File: config.mk
export PLATFORM = sky130hd
export DESIGN_NAME = mem_access
export DESIGN_NICKNAME = d
export VERILOG_FILES = /design/src/rtl/mem_access.sv
export SDC_FILE = /design/constraint.sdc
export NUM_CORES = 1
export LEC_CHECK = 0
export ABC_CLOCK_PERIOD_IN_PS = 2900
export BUFFER_PORTS_ARGS = -buffer_cell sky130_fd_sc_hd__buf_2
export CAP_MARGIN = 30
export CORE_MARGIN = 1
export CORE_UTILIZATION = 54
export DETAILED_ROUTE_END_ITERATION = 16
export PLACE_DENSITY = 0.86
export SLEW_MARGIN = 10
export SYNTH_ARGS = -nofsm -noshare
export SYNTH_HDL_FRONTEND = slang
export SYNTH_SLANG_ARGS = --single-unit
File: constraint.sdc
create_clock -name Clock -period 2.9 [get_ports Clock]
set_input_delay 0.725 -clock Clock [delete_from_list [all_inputs] [get_ports Clock]]
set_output_delay 0.725 -clock Clock [all_outputs]
set_load 0.03 [all_outputs]
File: src/rtl/mem_access.sv
// ---------------------------------------------------------------------------
// mem_access
//
// Memory-access controller that sits between the EX stage outputs and the
// MEM pipeline register.  Non-memory instructions flow straight through in
// the same cycle.  Loads and stores are turned into a single req/ack
// transaction on the data-memory bus.  Byte strobes and lane-replicated
// store data are produced here, and load data is sign/zero-extended here.
// The pipeline is frozen with stall until the access has completed.
//
// Parameters:
//   TIMEOUT      cycles allowed in REQ without dmemAck before the access is
//                abandoned and fault is raised (1..255)
//
// Optional build macro:
//   MISALIGN_TRAP_EN  when defined, misaligned half/word accesses never
//                     reach the bus and raise fault instead.  When it is
//                     undefined, the offending low address bits are cleared
//                     and the access proceeds normally.
//
// Ports:
//   Clock, Reset        core clock, synchronous active-high reset
//   exValid             EX presents a valid instruction
//   exRd, exResult      destination register, ALU result / effective address
//   exStoreData         rs2 value for stores
//   exWreg              instruction writes rd
//   exMemRead/Write     load / store (never both)
//   exFunct3            RV32I load/store width code
//   dmemReq, dmemWe     bus request and write select
//   dmemAddr, dmemBe    word address (bits[1:0]=0) and byte enables
//   dmemWdata           lane-replicated store data
//   dmemAck, dmemRdata  single-cycle completion strobe and read data
//   rd, result, Wreg    values presented to the MEM register
//   stall               freezes PC/IF/ID/EX
//   fault               one-cycle pulse: illegal funct3, timeout, misalign
// ---------------------------------------------------------------------------
module mem_access #(
    parameter int TIMEOUT = 16
) (
    input  logic        Clock,
    input  logic        Reset,
    input  logic        exValid,
    input  logic [4:0]  exRd,
    input  logic [31:0] exResult,
    input  logic [31:0] exStoreData,
    input  logic        exWreg,
    input  logic        exMemRead,
    input  logic        exMemWrite,
    input  logic [2:0]  exFunct3,
    output logic        dmemReq,
    output logic        dmemWe,
    output logic [31:0] dmemAddr,
    output logic [3:0]  dmemBe,
    output logic [31:0] dmemWdata,
    input  logic        dmemAck,
    input  logic [31:0] dmemRdata,
    output logic [4:0]  rd,
    output logic [31:0] result,
    output logic        Wreg,
    output logic        stall,
    output logic        fault
);

    typedef enum logic [1:0] {
        IDLE = 2'd0,
        REQ  = 2'd1,
        RESP = 2'd2
    } state_t;

    // The counter holds the number of REQ cycles already spent; the access
    // is abandoned in the REQ cycle where it reads TIMEOUT-1.
    localparam logic [7:0] COUNT_LAST = 8'(TIMEOUT - 1);

    state_t      state;
    state_t      state_next;
    logic [7:0]  count;

    logic [4:0]  lat_rd;
    logic        lat_wreg;
    logic [2:0]  lat_f3;
    logic [31:0] lat_addr;
    logic [1:0]  lat_off;
    logic        lat_we;
    logic [3:0]  lat_be;
    logic [31:0] lat_wdata;
    logic        lat_fault;
    logic [31:0] lat_rdata;

    logic        start;
    logic        f3_legal;
    logic        misaligned;
    logic        entry_fault;
    logic [1:0]  off_eff;
    logic [3:0]  be_entry;
    logic [31:0] wdata_entry;

    // Pick the addressed byte or half out of the read word and extend it
    // according to the load width code.
    function automatic logic [31:0] format_load(
        input logic [2:0]  f3,
        input logic [1:0]  off,
        input logic [31:0] data
    );
        logic [7:0]  sel_byte;
        logic [15:0] sel_half;
        logic [31:0] formatted;
        sel_byte = data[{off, 3'b000} +: 8];
        sel_half = off[1] ? data[31:16] : data[15:0];
        case (f3)
            3'b000:  formatted = {{24{sel_byte[7]}}, sel_byte};
            3'b100:  formatted = {24'd0, sel_byte};
            3'b001:  formatted = {{16{sel_half[15]}}, sel_half};
            3'b101:  formatted = {16'd0, sel_half};
            default: formatted = data;
        endcase
        return formatted;
    endfunction

    assign start = exValid & (exMemRead | exMemWrite);

    // Decode legality, alignment, strobes and store lanes of the instruction
    // currently in EX.  Only consumed in IDLE when a memory op is accepted.
    always_comb begin
        f3_legal    = 1'b0;
        misaligned  = 1'b0;
        entry_fault = 1'b0;
        off_eff     = exResult[1:0];
        be_entry    = 4'b1111;
        wdata_entry = exStoreData;

        if (exMemWrite) begin
            f3_legal = (exFunct3 == 3'b000) || (exFunct3 == 3'b001) ||
                       (exFunct3 == 3'b010);
        end else begin
            f3_legal = (exFunct3 == 3'b000) || (exFunct3 == 3'b001) ||
                       (exFunct3 == 3'b010) || (exFunct3 == 3'b100) ||
                       (exFunct3 == 3'b101);
        end

        misaligned = ((exFunct3[1:0] == 2'b01) && exResult[0]) ||
                     ((exFunct3[1:0] == 2'b10) && (exResult[1:0] != 2'b00));

`ifdef MISALIGN_TRAP_EN
        entry_fault = !f3_legal || misaligned;
        off_eff     = exResult[1:0];
`else
        entry_fault = !f3_legal;
        case (exFunct3[1:0])
            2'b01:   off_eff = {exResult[1], 1'b0};
            2'b10:   off_eff = 2'b00;
            default: off_eff = exResult[1:0];
        endcase
`endif

        if (exMemWrite) begin
            case (exFunct3[1:0])
                2'b00: begin
                    be_entry    = 4'b0001 << off_eff;
                    wdata_entry = {4{exStoreData[7:0]}};
                end
                2'b01: begin
                    be_entry    = 4'b0011 << off_eff;
                    wdata_entry = {2{exStoreData[15:0]}};
                end
                default: begin
                    be_entry    = 4'b1111;
                    wdata_entry = exStoreData;
                end
            endcase
        end
    end

    // State, timeout counter and the fields captured when an access starts.
    // Read data is captured on ack; a missing ack turns into a latched fault.
    always_ff @(posedge Clock) begin
        if (Reset) begin
            state     <= IDLE;
            count     <= '0;
            lat_rd    <= '0;
            lat_wreg  <= 1'b0;
            lat_f3    <= '0;
            lat_addr  <= '0;
            lat_off   <= '0;
            lat_we    <= 1'b0;
            lat_be    <= '0;
            lat_wdata <= '0;
            lat_fault <= 1'b0;
            lat_rdata <= '0;
        end else begin
            state <= state_next;

            if (state == REQ) begin
                count <= count + 8'd1;
            end else begin
                count <= '0;
            end

            if ((state == IDLE) && start) begin
                lat_rd    <= exRd;
                lat_wreg  <= exWreg;
                lat_f3    <= exFunct3;
                lat_addr  <= exResult;
                lat_off   <= off_eff;
                lat_we    <= exMemWrite;
                lat_be    <= exMemWrite ? be_entry : 4'b1111;
                lat_wdata <= wdata_entry;
                lat_fault <= entry_fault;
                lat_rdata <= '0;
            end

            if (state == REQ) begin
                if (dmemAck) begin
                    lat_rdata <= format_load(lat_f3, lat_off, dmemRdata);
                end else if (count == COUNT_LAST) begin
                    lat_fault <= 1'b1;
                end
            end
        end
    end

    // Next state and pipeline-side outputs.  Defaults describe the IDLE
    // pass-through case; memory states override with a bubble or the
    // completed result.  An ack that coincides with the timeout wins.
    always_comb begin
        state_next = state;
        rd         = exRd;
        result     = exResult;
        Wreg       = exWreg & exValid;
        stall      = 1'b0;
        dmemReq    = 1'b0;
        fault      = 1'b0;

        case (state)
            IDLE: begin
                if (start) begin
                    rd         = '0;
                    result     = '0;
                    Wreg       = 1'b0;
                    stall      = 1'b1;
                    state_next = entry_fault ? RESP : REQ;
                end
            end
            REQ: begin
                rd      = '0;
                result  = '0;
                Wreg    = 1'b0;
                stall   = 1'b1;
                dmemReq = 1'b1;
                if (dmemAck || (count == COUNT_LAST)) begin
                    state_next = RESP;
                end
            end
            RESP: begin
                rd         = lat_rd;
                Wreg       = lat_wreg & !lat_fault;
                result     = lat_we ? lat_addr : lat_rdata;
                fault      = lat_fault;
                state_next = IDLE;
            end
            default: begin
                state_next = IDLE;
            end
        endcase
    end

    // Bus fields come straight from the latched copies so they stay stable
    // for the whole request.
    assign dmemWe    = lat_we;
    assign dmemAddr  = {lat_addr[31:2], 2'b00};
    assign dmemBe    = lat_be;
    assign dmemWdata = lat_wdata;

endmodule

==> metrics.csv <==
metric;value;unit
run_status;finished, final reports clean;
clock_sinks;123;
cpPeakStageDelay;0.27;ns
clk_pin_slew;0.05;ns
initial_core_util;56.2;%
port_buffers;218;
async_flop_share;0;%
postCtsSetupRepairBufs;0;
ios;221;
period_needed;2.64;ns
switchingPower;1.53;mW
place_congestion;0.876;
critical_path.top_delay_family;buffers and inverters;
pre_cts_ws;0.244;ns
start_kind;primary input;
synth_edf_count;0;
yosys_warnings;0;
coreArea;11000;um2
path_max_fanout;38;
p_sw_share;31.4;%
grt_overflow;0;
finalHoldViolations;0;
slew_headroom;48.5;%
hpwl;12100;um
ys_ff_latch;123;
grt_max_degree;64;
maxSlewViolCount;0;
final_common_cell;buf_2;
tightest_slew;0.773;ns
yosys.cell_types.count;58;
drc_errors;0;
layout.nets;1065;
grt_pass1_vias;5515;
synth.cell_area;6190;um2
cp_num_buf_inv;3;
fin_worst_skew;0.0121;ns
wl;17300;um
leakage;3.30;nW
synthToLayoutAreaGrowth;23.5;%
synth_top_family_by_area;compound AO/OA/AOI/OAI gates;
powerDensity;635;nW/um2
cpMostUsedCell;buf_2;
row_count;38;
die_h;109;um
final_cell_mix;217 x buf_2, 196 x nand2_1, 122 x dfxtp_1;
synth_xor_area_share;0.848;%
synthSimpleGateAreaFrac;19.5;%
cts_tree;done;
setup_viol;0;
rsz0062_at_grt;no;
vias_per_cell;5.64;
critPathKind;in2out;
period_share;91.0;%
internal_power;3.33;mW
die_w;109;um
maxCapViolCount;0;
grt_pass1_wl;26800;um
cts_made_buffers;17;
place_area;7100;um2
comb_power_share;21.3;%
worst_slack;0.262;ns
antenna_found_initial;1;
synthMuxAreaShare;6.93;%
synth_ff_type;dfxtp_1;
maxClockFrequency;379;MHz
hp-class;reg2reg;
ant_nets;0;
vdd_ir_drop_max;0.000518;V
die-area;11900;um2
fin_setup_tns;0;ns
ctsHtreeMaxLevel;4;
root_buffer;clkbuf_16;
hold_buffers;0;
clock_path_buffers;2;
ys_seq_area_share;39.7;%
critPathSlowestCell;o21a_2;
crit_chain;buf_2 > o21a_2 > o21ai_4 > buf_12 > nand2_1 > o21ai_0 > buf_2;
required;2.17;ns
firstDrtPassIters;5;
drt-initial-drc-count;344;
final_layout_size_suffix_gt1_share;29.6;%
yosys.area_share.adder;0.808;%
clk_latency;0.41;ns
grt_use_total;29.2;%
crit_arrival;1.91;ns
p_total;4.86;mW
seq_power_share;38.6;%
wire_per_inst;15.7;um
synth_compound_area_share;23.1;%
clockPowerShare;40.1;%
synth_area_per_cell;7.87;um2
final_area;7650;um2
vias;6226;
netlist_instances;787;
cts-resized-gates;0;
end_kind;output port;
stage by stage:
step           std cells  utilization, %  hold WS [ns]
2_1_floorplan        788               -         0.413
6_report            1104            69.4         0.445
4_1_cts             1103            69.3         0.443
3_5_place_dp        1071            64.4         0.436
3_3_place_gp        1071            64.4         0.426
5_1_grt             1103            69.3         0.453
area by class of cell:
cell class / instances / area, um2
fill: 925 / 3380
timing repair buffer: 234 / 1250
clock inverter: 11 / 97.6
clock buffer: 21 / 450
multi-input combinational: 568 / 3190
inverter: 6 / 22.5
tap: 140 / 175
sequential: 123 / 2460
antenna: 1 / 2.50
cells by family (layout without fill, tap and decap cells):
kind of cell | after synthesis | in the layout
buffers and inverters | 97 | 272
and+or+nand+nor | 289 | 289
other | 1 | 3
adders and majority gates | 4 | 4
muxes | 42 | 42
AOI/OAI and AO/OA | 225 | 225
DFF | 123 | 123
xor gates and xnor gates | 6 | 6
synthesized netlist by cell type, types with 2 or more instances:
cell type	n	area share (%)
mux2_2	7	1.3
a211oi_1	22	2.7
buf_2	30	2.4
a31oi_1	9	0.91
buf_6	2	0.36
a22o_1	14	2.0
nor2_1	44	2.7
xnor2_1	3	0.42
a211o_1	8	1.1
nor3_1	4	0.32
nand2_1	196	12
nand2b_1	5	0.50
nand3_1	14	1.1
dfxtp_1	123	40
a32o_1	3	0.48
xor2_1	3	0.42
buf_1	2	0.12
o2bb2ai_1	4	0.57
o21ai_1	2	0.16
o211ai_1	4	0.48
mux2i_1	35	5.7
nor2b_1	5	0.50
inv_1	6	0.36
and3_1	3	0.30
a21oi_1	99	8.0
a311oi_1	11	1.6
o21ai_0	34	2.7
and2_1	3	0.30
buf_4	38	4.6
nand3b_1	2	0.24
ha_1	4	0.81
o21bai_1	2	0.24
clkbuf_1	19	1.2
o21a_1	3	0.36
layer usage:
| layer | GRT usage (%) | up-vias | part of all wire, % |
|---|---|---|---|
| met4 | 12.0 | 0 | 2.3 |
| li1 | - | 3021 | - |
| met3 | 8.55 | 28 | 8.3 |
| met1 | 35.0 | 2892 | 41 |
| met2 | 48.8 | 285 | 49 |
| met5 | 0 | - | 0 |
sequential cells by signal, summed over array words and instances, names as in the netlist:
name / cells
count: 8
dmemBe: 4
dmemWdata: 32
dmemWe: 1
lat_addr: 32
lat_f3: 3
lat_fault: 1
lat_off: 2
lat_rd: 5
lat_rdata: 32
lat_wreg: 1
state: 2
power by group through the flow:
stage               logic (mW)  registers [mW]  clock network, mW
floorplan                0.668            1.97                  0
global route              1.12            1.88               2.05
CTS                       1.03            1.87               1.97
finish                    1.03            1.87               1.95
global placement          1.02            1.91                  0
detailed placement        1.03            1.91                  0
final timing paths:
check | from | endpoint | slack [ns] | cells past startpoint
max | exMemWrite | result[0] | 0.26 | 7
min | count[0] | count[0] | 0.44 | 1
max reg2reg | lat_off[1] | lat_rdata[21] | 0.76 | 4
min reg2reg | count[0] | count[0] | 0.44 | 1
Note: power is estimated with default switching activity, not from simulation.
